===== config.mk =====
export PLATFORM = sky130hd
export DESIGN_NAME = mem_stage_ctrl
export DESIGN_NICKNAME = d
export VERILOG_FILES = /design/src/rtl/mem_stage_ctrl.sv
export SDC_FILE = /design/constraint.sdc
export NUM_CORES = 1
export LEC_CHECK = 0
export CAP_MARGIN = 10
export CORE_MARGIN = 2
export CORE_UTILIZATION = 28
export DETAILED_ROUTE_END_ITERATION = 6
export PLACE_DENSITY_LB_ADDON = 0.3
export SYNTH_ARGS = -nofsm -noshare
export SYNTH_HDL_FRONTEND = slang
export SYNTH_SLANG_ARGS = --single-unit

===== constraint.sdc =====
create_clock -name CLK -period 1.6 [get_ports CLK]
set_input_delay 0.32 -clock CLK [delete_from_list [all_inputs] [get_ports CLK]]
set_output_delay 0.32 -clock CLK [all_outputs]
set_load 0.01 [all_outputs]

===== src/rtl/mem_stage_ctrl.sv =====
// MEM-stage controller: issues EX/MEM loads/stores to the data cache, stalls until dhit, loads MEM/WB.
// Optional load-linked/store-conditional support is compiled in when LLSC_EN is defined.
//
// state | meaning
// IDLE  | no access outstanding; a hit completes here with zero stall
// WAIT  | request held on the cache, waiting for dhit
// ERR   | WAIT_LIMIT exceeded; requests off, stall held until reset
module mem_stage_ctrl #(
  parameter int WAIT_LIMIT = 255
) (
  input  logic        CLK,
  input  logic        nRST,
  input  logic        ren_EX_MEM,
  input  logic        wen_EX_MEM,
  input  logic [31:0] dmemaddr_EX_MEM,
  input  logic [31:0] dmemstore_EX_MEM,
  input  logic [31:0] result_EX_MEM,
  input  logic        WEN_EX_MEM,
  input  logic [4:0]  wsel_EX_MEM,
  input  logic        flush_MEM_WB,
  input  logic        dhit,
  input  logic [31:0] dmemload,
  output logic        dmemREN,
  output logic        dmemWEN,
  output logic [31:0] dmemaddr,
  output logic [31:0] dmemstore,
  output logic        mem_stall,
  output logic        mem_timeout,
  output logic [31:0] wdat_MEM_WB,
  output logic [4:0]  wsel_MEM_WB,
  output logic        WEN_MEM_WB
`ifdef LLSC_EN
  ,
  input  logic        ll_EX_MEM,
  input  logic        sc_EX_MEM
`endif
);

  localparam int CW = (WAIT_LIMIT > 1) ? $clog2(WAIT_LIMIT + 1) : 1;
  localparam logic [CW-1:0] LIMIT = CW'(WAIT_LIMIT);

  typedef enum logic [1:0] {IDLE = 2'd0, WAIT = 2'd1, ERR = 2'd2} state_t;

  state_t        state_q, state_d;
  logic [CW-1:0] cnt_q, cnt_d;
  logic [31:0]   wdat_q, wdat_d;
  logic [4:0]    wsel_q, wsel_d;
  logic          wen_wb_q, wen_wb_d;

  logic rd, wr, req, active;

`ifdef LLSC_EN
  logic        link_valid_q, link_valid_d;
  logic [31:0] link_addr_q, link_addr_d;
  logic        sc_ok;

  assign sc_ok = link_valid_q & (dmemaddr_EX_MEM == link_addr_q);
  assign rd    = ren_EX_MEM | ll_EX_MEM;
  // A failing SC never reaches the cache, so it raises no request and no stall.
  assign wr    = ~rd & ((wen_EX_MEM & ~sc_EX_MEM) | (sc_EX_MEM & sc_ok));
`else
  assign rd = ren_EX_MEM;
  assign wr = ~ren_EX_MEM & wen_EX_MEM;
`endif

  assign req = rd | wr;
  // Gating with nRST drops the request the moment reset asserts mid-access.
  assign active = req & (state_q != ERR) & nRST;

  assign dmemREN     = active & rd;
  assign dmemWEN     = active & wr;
  assign dmemaddr    = active ? dmemaddr_EX_MEM : 32'h0;
  assign dmemstore   = active ? dmemstore_EX_MEM : 32'h0;
  assign mem_stall   = (active & ~dhit) | (state_q == ERR);
  assign mem_timeout = (state_q == ERR);

  assign wdat_MEM_WB = wdat_q;
  assign wsel_MEM_WB = wsel_q;
  assign WEN_MEM_WB  = wen_wb_q;

  always_ff @(posedge CLK or negedge nRST) begin
    if (!nRST) begin
      state_q <= IDLE;
      cnt_q   <= '0;
    end else begin
      state_q <= state_d;
      cnt_q   <= cnt_d;
    end
  end

  always_comb begin
    state_d = state_q;
    cnt_d   = cnt_q;
    case (state_q)
      IDLE: begin
        cnt_d = '0;
        if (req && !dhit) state_d = WAIT;
      end
      WAIT: begin
        if (dhit || !req) begin
          state_d = IDLE;
          cnt_d   = '0;
        end else begin
          if (cnt_q != LIMIT) cnt_d = cnt_q + CW'(1);
          if ((WAIT_LIMIT != 0) && (cnt_d == LIMIT)) state_d = ERR;
        end
      end
      ERR:     state_d = ERR;
      default: state_d = IDLE;
    endcase
  end

  always_comb begin
    wdat_d   = 32'h0;
    wsel_d   = 5'd0;
    wen_wb_d = 1'b0;
    if (!(mem_stall || flush_MEM_WB)) begin
      wsel_d   = wsel_EX_MEM;
      wen_wb_d = WEN_EX_MEM;
      wdat_d   = rd ? dmemload : result_EX_MEM;
`ifdef LLSC_EN
      if (!rd && sc_EX_MEM) wdat_d = {31'b0, sc_ok};
`endif
    end
  end

  always_ff @(posedge CLK or negedge nRST) begin
    if (!nRST) begin
      wdat_q   <= 32'h0;
      wsel_q   <= 5'd0;
      wen_wb_q <= 1'b0;
    end else begin
      wdat_q   <= wdat_d;
      wsel_q   <= wsel_d;
      wen_wb_q <= wen_wb_d;
    end
  end

`ifdef LLSC_EN
  logic done;
  assign done = active & dhit;

  always_comb begin
    link_valid_d = link_valid_q;
    link_addr_d  = link_addr_q;
    if (done && ll_EX_MEM) begin
      link_valid_d = 1'b1;
      link_addr_d  = dmemaddr_EX_MEM;
    end else if (done && wr && sc_EX_MEM) begin
      link_valid_d = 1'b0;
    end else if (done && wr && (dmemaddr_EX_MEM == link_addr_q)) begin
      link_valid_d = 1'b0;
    end
  end

  always_ff @(posedge CLK or negedge nRST) begin
    if (!nRST) begin
      link_valid_q <= 1'b0;
      link_addr_q  <= 32'h0;
    end else begin
      link_valid_q <= link_valid_d;
      link_addr_q  <= link_addr_d;
    end
  end
`endif

endmodule

==> reports/metrics.yaml, run 1 <==
floorplan:
  num_io_pins: 246
  dieWidth_um: 100
  rows: 35
  initial_core_util: 0.285
  die_y_um: 100
  core-area_mm2: 0.00915
  die_area_mm2: 0.0101
setup_path:
  start_kind: "flop"
  r2r-end: "state_q[0]"
  worst-path-buf-inv: 5
  worst_ep_required_time_ns: 1.28
  end_kind: "primary output"
  crit_chain: "nand2b_4 -> inv_4 -> nor2_4 -> buf_6 -> buf_12 -> buf_4 -> and2_1 -> buf_2"
  critPathKind: "flop to primary output"
  critPathMaxStageDelay_ns: 0.39
  critPathMaxFanout: 7
  reg2reg_from: "cnt_q[0]"
  arrival_ns: 1.63
  regToRegSetupSlack_ns: 0.08
  rr_worst_depth: 5
  cp_top_family: "buffers and inverters"
  worst_path_max_delay_cell: "dfrtp_1"
timing:
  slew_viol_final: 0
  rsz0062_at_grt: "yes"
  finalCriticalPeriod_ns: 1.95
  fmaxAchievable_mhz: 514
  finalCritPeriodShare: 1.22
  slew_headroom: 0.606
  finClkSkew_ns: 0.0112
  hold_slack_ns: 0.248
  layout_setup_ws_ns: -0.346
  setup-violations-final: 65
  fin_tns_setup_ns: -17.32
  tightest_slew_ns: 0.591
  hold_violations: 0
pwr:
  post-layout-total-power_mw: 2.52
  power_leakage_nw: 2.62
  vdd_ir_drop_max_mv: 0.273
  power_density_mw_per_mm2: 456
synthesis:
  synth_area_mm2: 0.00261
  syn_inst: 267
  synth_top_family_by_area: "simple AND/OR/NAND/NOR gates"
  synth-xor-area-share: 0
  synth-simple-area-share: 0.292
  yosys-top-cells-area: "dfrtp_1 46%, and2_1 17%, mux2i_1 13%"
  synth_compound_area_frac: 0.0715
  netlist.area_leader.share: 0.461
  syn_nets: 408
  ys_ff_latch: 48
  syn_area_per_cell_um2: 9.76
  yosysSeqAreaShare: 0.461
  synthAdderAreaFrac: 0.00480
  yosys.area.top_type: "dfrtp_1"
  yosys_warnings: 0
  synthMuxAreaShare: 0.127
  synth_cell_types: 39
status:
  violations: "setup timing"
  outcome: "finished with violations"
global_route:
  grtUsageMet1: 0.235
  grtUsageMet2: 0.313
  grt-busiest-layer: "met2"
  grtUsageMet3: 0.0693
  grt_pass1_vias: 2949
  grt_max_degree: 49
  track_usage: 0.188
  antenna_found_initial: 1
  grt_pass1_wl_um: 14800
  grt-ovfl-total: 0
routing:
  firstDrtPassIters: 4
  ant_nets: 0
  vias_per_cell: 4.54
  routedWlPerCell_um: 15.9
  wl_um: 10300
  vias: 2944
  drc: 0
  drtIter0Drc: 36
clock_tree:
  cts_tree: "yes"
  numCtsBuffers: 5
  clk_pin_slew_ns: 0.09
  clock_path_buffers: 2
  cts_sinks: 48
  h-tree-depth: 2
  cts-root-buf: "clkbuf_8"
  cts_hold_buffers: 0
  clk_latency_ns: 0.29
job:
  maxCapViolCount: 0
layout:
  mostFrequentLayoutCells: "174 x clkdlybuf4s50_1, 47 x dfrtp_1, 45 x and2_1, 40 x nor2_1, 33 x mux2i_1"
  seq_area_mm2: 0.00120
  area_growth_pct: 112
  n_fill_cell: 803
  nets: 677
  final_common_cell: "clkdlybuf4s50_1"
  postLayoutCoreUtil: 0.604
  multi_input_area_mm2: 0.00141
  n_antenna_cell: 0
  layout-drive-gt1-share: 0.285
place:
  dp_slack_ns: -0.696
  numPortBuffers: 245
  gp_congestion: 0.824
  dp_hpwl_um: 7690
worst_hold_path:
  hold_path.class: "input pin to async pin"
worst max-delay path by stage:
stage	start	endpoint	slack [ns]	cells after the start
3_5_place_dp	wen_EX_MEM	dmemaddr[20]	-0.70	6
2_1_floorplan	state_q[1]	dmemaddr[10]	-0.02	6
5_1_grt	state_q[1]	dmemaddr[28]	-0.42	8
3_3_place_gp	wen_EX_MEM	dmemaddr[3]	-0.68	6
6_report	state_q[0]	dmemaddr[28]	-0.35	8
4_1_cts	state_q[1]	dmemaddr[13]	-0.62	6
per-layer routing:
layer / up-vias / part of all wire / routed length (µm)
li1: 1423 / - / -
met1: 1399 / 0.40 / 4110
met2: 110 / 0.51 / 5220
met3: 10 / 0.081 / 828
met4: 2 / 0.010 / 106
met5: - / 0.0012 / 12
worst min-delay path, cell delays in order:
cell   delay, ns
buf_2       0.11
buf_4       0.11
buf_4       0.48
registers in the layout, indices dropped and copies added, names as in the netlist:
register and count:
cnt_q 8, state_q 2, wdat_MEM_WB 32, wsel_MEM_WB 5, WEN_MEM_WB 1
layout make-up:
cell class | instances | area share
clock inverter | 2 | 0.00634
multi-input combinational | 199 | 0.256
inverter | 1 | 0.00113
clock buffer | 6 | 0.0131
tap | 111 | 0.0251
sequential | 48 | 0.218
timing repair buffer | 281 | 0.481
metrics by stage:
stage	instance area [µm²]	std cells
6_report	5520	648
5_1_grt	5520	648
4_1_cts	5350	642
3_5_place_dp	5280	627
3_3_place_gp	5280	627
2_1_floorplan	2610	267
power breakdown:
part	total [mW]	internal (mW)	switching, mW	leakage, nW
Combinational	0.461	0.344	0.118	1.90
Sequential	1.21	1.21	0	0.664
Clock	0.846	0.464	0.382	0.0552
Total	2.52	2.02	0.499	2.62
repair_timing:
action,in CTS,in global routing
setup endpoints to repair,100,73
pin swaps,1,29
cloned,2,1
gates resized for setup,186,137
setup buffers,5,10
Yosys cell counts:
cell,instances
buf_1,1
mux2i_1,33
o31ai_1,1
nor2_2,1
nand3_1,1
or2_1,1
ha_1,1
dfrtp_1,48
nand3b_1,1
o2111ai_1,1
o21ai_1,1
nand4b_1,1
o31a_1,1
a31oi_1,3
and4_1,1
inv_1,1
and3_1,3
a41oi_1,1
and3b_1,1
o211ai_1,2
nand2b_1,3
nand4_1,4
o21ai_2,1
a21oi_1,8
a32o_1,1
and4_4,1
nor3_1,3
nor2_1,41
clkbuf_1,8
nand2_1,4
o21ba_1,1
a22o_1,1
o22ai_1,1
buf_2,4
nor4b_1,1
buf_4,3
a21o_1,4
buf_6,3
and2_1,71
logic make-up after synthesis:
family          count (synthesis)
compound gates                 27
fa+ha+maj                       1
buf+inv                        20
flops                          48
mux                            33
simple gates                  138
(Power assumes the default switching activity.)
==> run 2, diff against run 1 <==
--- a/config.mk
+++ b/config.mk
@@ -7,7 +7,7 @@
 export LEC_CHECK = 0
 export CAP_MARGIN = 10
 export CORE_MARGIN = 2
-export CORE_UTILIZATION = 28
+export CORE_UTILIZATION = 31
 export DETAILED_ROUTE_END_ITERATION = 6
 export PLACE_DENSITY_LB_ADDON = 0.3
 export SYNTH_ARGS = -nofsm -noshare
==> constraint.sdc (replaced) <==
create_clock -name CLK -period 1.8 [get_ports CLK]
set_input_delay 0.36 -clock CLK [delete_from_list [all_inputs] [get_ports CLK]]
set_output_delay 0.36 -clock CLK [all_outputs]
set_load 0.01 [all_outputs]
==> reports/metrics.yaml, run 2 (synthesis gave the netlist of run 1 again) <==
routing:
  vias: 2983  # +1.3%
  drc: 0  # unchanged
  ant_nets: 0  # unchanged
  wl_um: 11400  # +11%
  firstDrtPassIters: 4  # unchanged
  drtIter0Drc: 117  # +230%
  vias_per_cell: 4.65  # +2.4%
  routedWlPerCell_um: 17.8  # +12%
clock_tree:
  clk_latency_ns: 0.30  # about the same
  h-tree-depth: 2  # unchanged
  cts_hold_buffers: 0  # unchanged
  clk_pin_slew_ns: 0.09  # about the same
  cts_sinks: 48  # unchanged
  clock_path_buffers: 2  # unchanged
  cts_tree: "yes"
  numCtsBuffers: 5  # unchanged
  cts-root-buf: "clkbuf_8"
timing:
  hold_slack_ns: 0.288  # +0.0399 ns
  fmaxAchievable_mhz: 512
  finalCritPeriodShare: 1.08
  finalCriticalPeriod_ns: 1.95
  tightest_slew_ns: 0.597  # +0.00646 ns
  slew_headroom: 0.602  # -0.00430
  setup-violations-final: 59  # -9.2%
  layout_setup_ws_ns: -0.152  # +0.194 ns
  hold_violations: 0  # unchanged
  rsz0062_at_grt: "yes"
  slew_viol_final: 0  # unchanged
  finClkSkew_ns: 0.00444  # -0.00680 ns
setup_path:
  cp_top_family: "buffers and inverters"
  worst_ep_required_time_ns: 1.44  # +0.16 ns
  critPathKind: "flop to primary output"
  arrival_ns: 1.59  # -0.04 ns
  crit_top_cell: "buf_6"
  critPathMaxStageDelay_ns: 0.41  # +0.02 ns
  crit_chain: "nand2b_4 -> inv_4 -> nor2_4 -> buf_12 -> buf_16 -> buf_6 -> and2_4 -> buf_6"
  start_kind: "flop"
  end_kind: "primary output"
  worst_path_max_delay_cell: "dfrtp_1"
  critPathMaxFanout: 7  # unchanged
  worst-path-buf-inv: 5  # unchanged
place:
  numPortBuffers: 245  # unchanged
  dp_hpwl_um: 8080  # +5.2%
  gp_congestion: 0.786  # -4.6%
  dp_slack_ns: -0.583  # +0.114 ns
  placed_cells: 618  # -1.4%
floorplan:
  dieWidth_um: 95.7  # -4.8%
  die_y_um: 95.7  # -4.8%
  num_io_pins: 246  # unchanged
  initial_core_util: 0.319  # +0.0340
  core-area_mm2: 0.00818  # -11%
  die_area_mm2: 0.00916  # -9.3%
  rows: 33  # -5.7%
layout:
  layoutNonFillerInstCount: 641  # -1.1%
  final_common_cell: "clkdlybuf4s50_1"
  largest_register_ffs: 32  # unchanged
  layout-drive-gt1-share: 0.297  # +0.0123
  area_growth_pct: 115
  n_fill_cell: 627  # -22%
  nets: 675  # -0.30%
  mostFrequentLayoutCells: "174 x clkdlybuf4s50_1, 49 x buf_6, 48 x dfrtp_1, 41 x nor2_1, 41 x and2_4"
pwr:
  power_leakage_nw: 2.66  # +1.6%
  vdd_ir_drop_max_mv: 0.332  # +22%
  power_density_mw_per_mm2: 382  # -16%
global_route:
  antenna_found_initial: 1  # unchanged
  grt_pass1_wl_um: 15800  # +6.5%
  grt-ovfl-total: 0  # unchanged
  grt_max_degree: 49  # unchanged
  grt_pass1_vias: 2959  # +0.34%
  track_usage: 0.229  # +0.0417
job:
  maxCapViolCount: 0  # unchanged
status:
  outcome: "finished with violations"
  violations: "setup timing"
worst_hold_path:
  hold_path.class: "input pin to async pin"
run 2: cell count changes in the layout (fill, tap and decap cells not counted), sizes merged:
| cell | change |
|---|---|
| buf | +12 |
| bufinv | -1 |
| clkbuf | -16 |
| clkinv | +2 |
| diode | +1 |
| dlygate4sd2 | +1 |
run 2: worst register-to-register path, stage by stage (launching register included):
cell and delay, ns:
dfrtp_1 0.43, ha_2 0.29, nand2_1 0.11, o2111ai_1 0.31
nand4_1 0.13, o31a_1 0.26
run 2: path summary, 6_finish.rpt:
kind / end / cells after the start / start / slack, ns
worst max-delay path: dmemaddr[23] / 8 / state_q[1] / -0.15
min in group CLK: cnt_q[1] / 1 / cnt_q[1] / 0.58
worst min-delay path: wdat_MEM_WB[18] / 3 / nRST / 0.29
max in group asynchronous: cnt_q[4] / 3 / nRST / 1.11
worst min register to register: cnt_q[1] / 1 / cnt_q[1] / 0.58
worst max register to register: state_q[0] / 5 / cnt_q[0] / 0.17
run 2: routing by layer:
layer,vias up,part of all wire,global-route usage
li1,1423,-,-
met1,1418,0.37,0.282
met2,126,0.53,0.382
met3,16,0.075,0.0713
met4,0,0.020,0.0774
met5,-,0,0
run 2: final cells by class:
cell class | count | area (µm²) | share of cell area
antenna | 1 | 2.50 | 0.000447
multi-input combinational | 199 | 1420 | 0.254
clock inverter | 3 | 18.8 | 0.00335
clock buffer | 5 | 68.8 | 0.0123
tap | 105 | 131 | 0.0234
inverter | 1 | 6.26 | 0.00112
sequential | 48 | 1200 | 0.214
timing repair buffer | 279 | 2750 | 0.491
run 2: timing repair:
| action | 4_1_cts | 5_1_grt |
|---|---|---|
| endpoints found under the hold margin | 0 | 0 |
| setup buffers | 9 | 6 |
| pin swaps | 12 | 27 |
| setup endpoints to repair | 68 | 69 |
| gates resized for setup | 313 | 70 |
| cloned | 5 | 1 |
run 2: metrics by stage:
step	instance area [µm²]	TNS [ns]	power, mW	utilization
2_1_floorplan	2610	0	1.17	-
3_3_place_gp	5250	-37.77	1.50	0.642
3_5_place_dp	5250	-41.74	1.51	0.642
4_1_cts	5420	-11.97	2.14	0.663
5_1_grt	5600	-8.87	2.22	0.685
6_report	5600	-5.77	2.14	0.685
run 2: power breakdown:
part,total (mW),internal [mW],switching (mW)
sequential,1.08,1.08,0
clock,0.642,0.272,0.370
combinational,0.419,0.307,0.112
==> run 3, diff against run 2 <==
--- a/config.mk
+++ b/config.mk
@@ -9,7 +9,7 @@
 export CORE_MARGIN = 2
 export CORE_UTILIZATION = 31
 export DETAILED_ROUTE_END_ITERATION = 6
-export PLACE_DENSITY_LB_ADDON = 0.3
+export PLACE_DENSITY = 0.82
 export SYNTH_ARGS = -nofsm -noshare
 export SYNTH_HDL_FRONTEND = slang
 export SYNTH_SLANG_ARGS = --single-unit
==> reports/metrics.yaml, run 3 (synthesis gave the netlist of run 1 again) <==
setup_path:
  end_kind: "primary output"
  crit_chain: "nand2b_4 -> inv_4 -> nor2_4 -> buf_6 -> buf_16 -> buf_6 -> and2_4 -> buf_6"
  crit_top_cell: "buf_6"
  worst_ep_required_time_ns: 1.44  # about the same
  arrival_ns: 1.55  # -0.04 ns
  critPathMaxStageDelay_ns: 0.38  # -0.03 ns
  cp_top_family: "buffers and inverters"
  worst-path-buf-inv: 5  # unchanged
  start_kind: "flop"
  critPathMaxFanout: 7  # unchanged
  critPathKind: "flop to primary output"
  worst_path_max_delay_cell: "dfrtp_1"
layout:
  n_fill_cell: 686  # +9.4%
  multi_input_area_mm2: 0.00139  # -2.3%
  final_common_cell: "clkdlybuf4s50_1"
  postLayoutCoreUtil: 0.655  # -0.0303
  n_antenna_cell: 0  # -1
  layout-drive-gt1-share: 0.266  # -0.0308
  design_area_mm2: 0.00536  # -4.4%
  nets: 674  # -0.15%
  area_growth_pct: 106
  mostFrequentLayoutCells: "174 x clkdlybuf4s50_1, 48 x dfrtp_1, 48 x and2_1, 48 x buf_2, 41 x nor2_1"
  largest_register_ffs: 32  # unchanged
  seq_area_mm2: 0.00120  # unchanged
global_route:
  grt-busiest-layer: "met2"
  grt_pass1_vias: 3094  # +4.6%
  grtUsageMet3: 0.0532  # -0.0180
  grtUsageMet1: 0.283  # +0.000377
  grt_pass1_wl_um: 15900  # +0.79%
  grt-ovfl-total: 0  # unchanged
  grt_max_degree: 49  # unchanged
  antenna_found_initial: 0  # -1
  track_usage: 0.226  # -0.00306
  grtUsageMet2: 0.391  # +0.00932
pwr:
  power_density_mw_per_mm2: 393  # +3.0%
  power_leakage_nw: 2.59  # -2.7%
  post-layout-total-power_mw: 2.10  # -1.6%
  vdd_ir_drop_max_mv: 0.331  # -0.42%
timing:
  setup-violations-final: 53  # -10%
  fmaxAchievable_mhz: 523  # +2.2%
  slew_headroom: 0.600  # -0.00156
  finalCriticalPeriod_ns: 1.91  # -0.0412 ns
  hold_violations: 0  # unchanged
  fin_tns_setup_ns: -2.62  # +3.16 ns
  finalCritPeriodShare: 1.06  # -0.0229
  tightest_slew_ns: 0.600  # +0.00234 ns
  slew_viol_final: 0  # unchanged
  hold_slack_ns: 0.334  # +0.0466 ns
  layout_setup_ws_ns: -0.111  # +0.0412 ns
  rsz0062_at_grt: "yes"
  finClkSkew_ns: 0.0109  # +0.00643 ns
job:
  maxCapViolCount: 0  # unchanged
floorplan:
  initial_core_util: 0.319  # unchanged
  rows: 33  # unchanged
  core-area_mm2: 0.00818  # unchanged
  num_io_pins: 246  # unchanged
  die_y_um: 95.7  # unchanged
  dieWidth_um: 95.7  # unchanged
  die_area_mm2: 0.00916  # unchanged
routing:
  vias_per_cell: 4.58  # -1.5%
  firstDrtPassIters: 4  # unchanged
  vias: 2925  # -1.9%
  wl_um: 10600  # -7.2%
  drtIter0Drc: 182  # +56%
  routedWlPerCell_um: 16.6  # -6.8%
  ant_nets: 0  # unchanged
  drc: 0  # unchanged
clock_tree:
  clock_path_buffers: 2  # unchanged
  cts_hold_buffers: 0  # unchanged
  h-tree-depth: 2  # unchanged
  clk_pin_slew_ns: 0.09  # about the same
  cts-root-buf: "clkbuf_8"
  clk_latency_ns: 0.30  # about the same
  cts_tree: "yes"
  numCtsBuffers: 5  # unchanged
  cts_sinks: 48  # unchanged
worst_hold_path:
  hold_path.class: "input pin to async pin"
status:
  violations: "setup timing"
  outcome: "finished with violations"
place:
  numPortBuffers: 245  # unchanged
  gp_congestion: 0.817  # +3.9%
  dpl_cell_area_mm2: 0.00524  # -0.14%
  dp_hpwl_um: 8080  # -0.11%
## run 3: tightest hold or removal path: cells and delay by family
kind | cells | cell delay (ns)
buffers and inverters | 3 | 0.74
## run 3: what timing repair did
action,CTS,global route
pin swaps,8,4
setup buffers,12,3
gates resized for setup,305,30
setup endpoints to repair,68,69
cloned,4,0
## run 3: power by group
group | switching, mW | internal (mW) | total, mW
Clock | 0.345 | 0.265 | 0.610
Sequential | 0 | 1.08 | 1.08
Combinational | 0.110 | 0.306 | 0.417
## run 3: final cells by class
type	count	area share
Clock buffer	6	0.0135
Timing Repair Buffer	278	0.476
Tap cell	105	0.0245
Clock inverter	1	0.000934
Sequential cell	48	0.224
Inverter	1	0.00117
Multi-Input combinational cell	199	0.260
## run 3: final timing paths
check / slack (ns) / to / cells after the start / start
setup / recovery: -0.11 / dmemstore[29] / 8 / state_q[0]
hold / removal: 0.33 / wdat_MEM_WB[31] / 3 / nRST
setup reg to reg: 0.11 / state_q[0] / 5 / cnt_q[0]
hold reg to reg: 0.58 / cnt_q[1] / 1 / cnt_q[1]
max in group asynchronous: 1.06 / cnt_q[7] / 3 / nRST
min in group CLK: 0.58 / cnt_q[1] / 1 / cnt_q[1]
## run 3: stage by stage
| stage | setup slack [ns] | instances |
|---|---|---|
| 2_1_floorplan | 0.0910 | 267 |
| 3_3_place_gp | -0.606 | 617 |
| 3_5_place_dp | -0.626 | 617 |
| 4_1_cts | -0.420 | 640 |
| 5_1_grt | -0.188 | 638 |
| 6_report | -0.111 | 638 |
## run 3: metal layers
| layer | share of wire | up-vias |
|---|---|---|
| li1 | - | 1423 |
| met4 | 0.016 | 0 |
| met1 | 0.39 | 1363 |
| met2 | 0.53 | 127 |
| met5 | 0 | - |
| met3 | 0.060 | 12 |
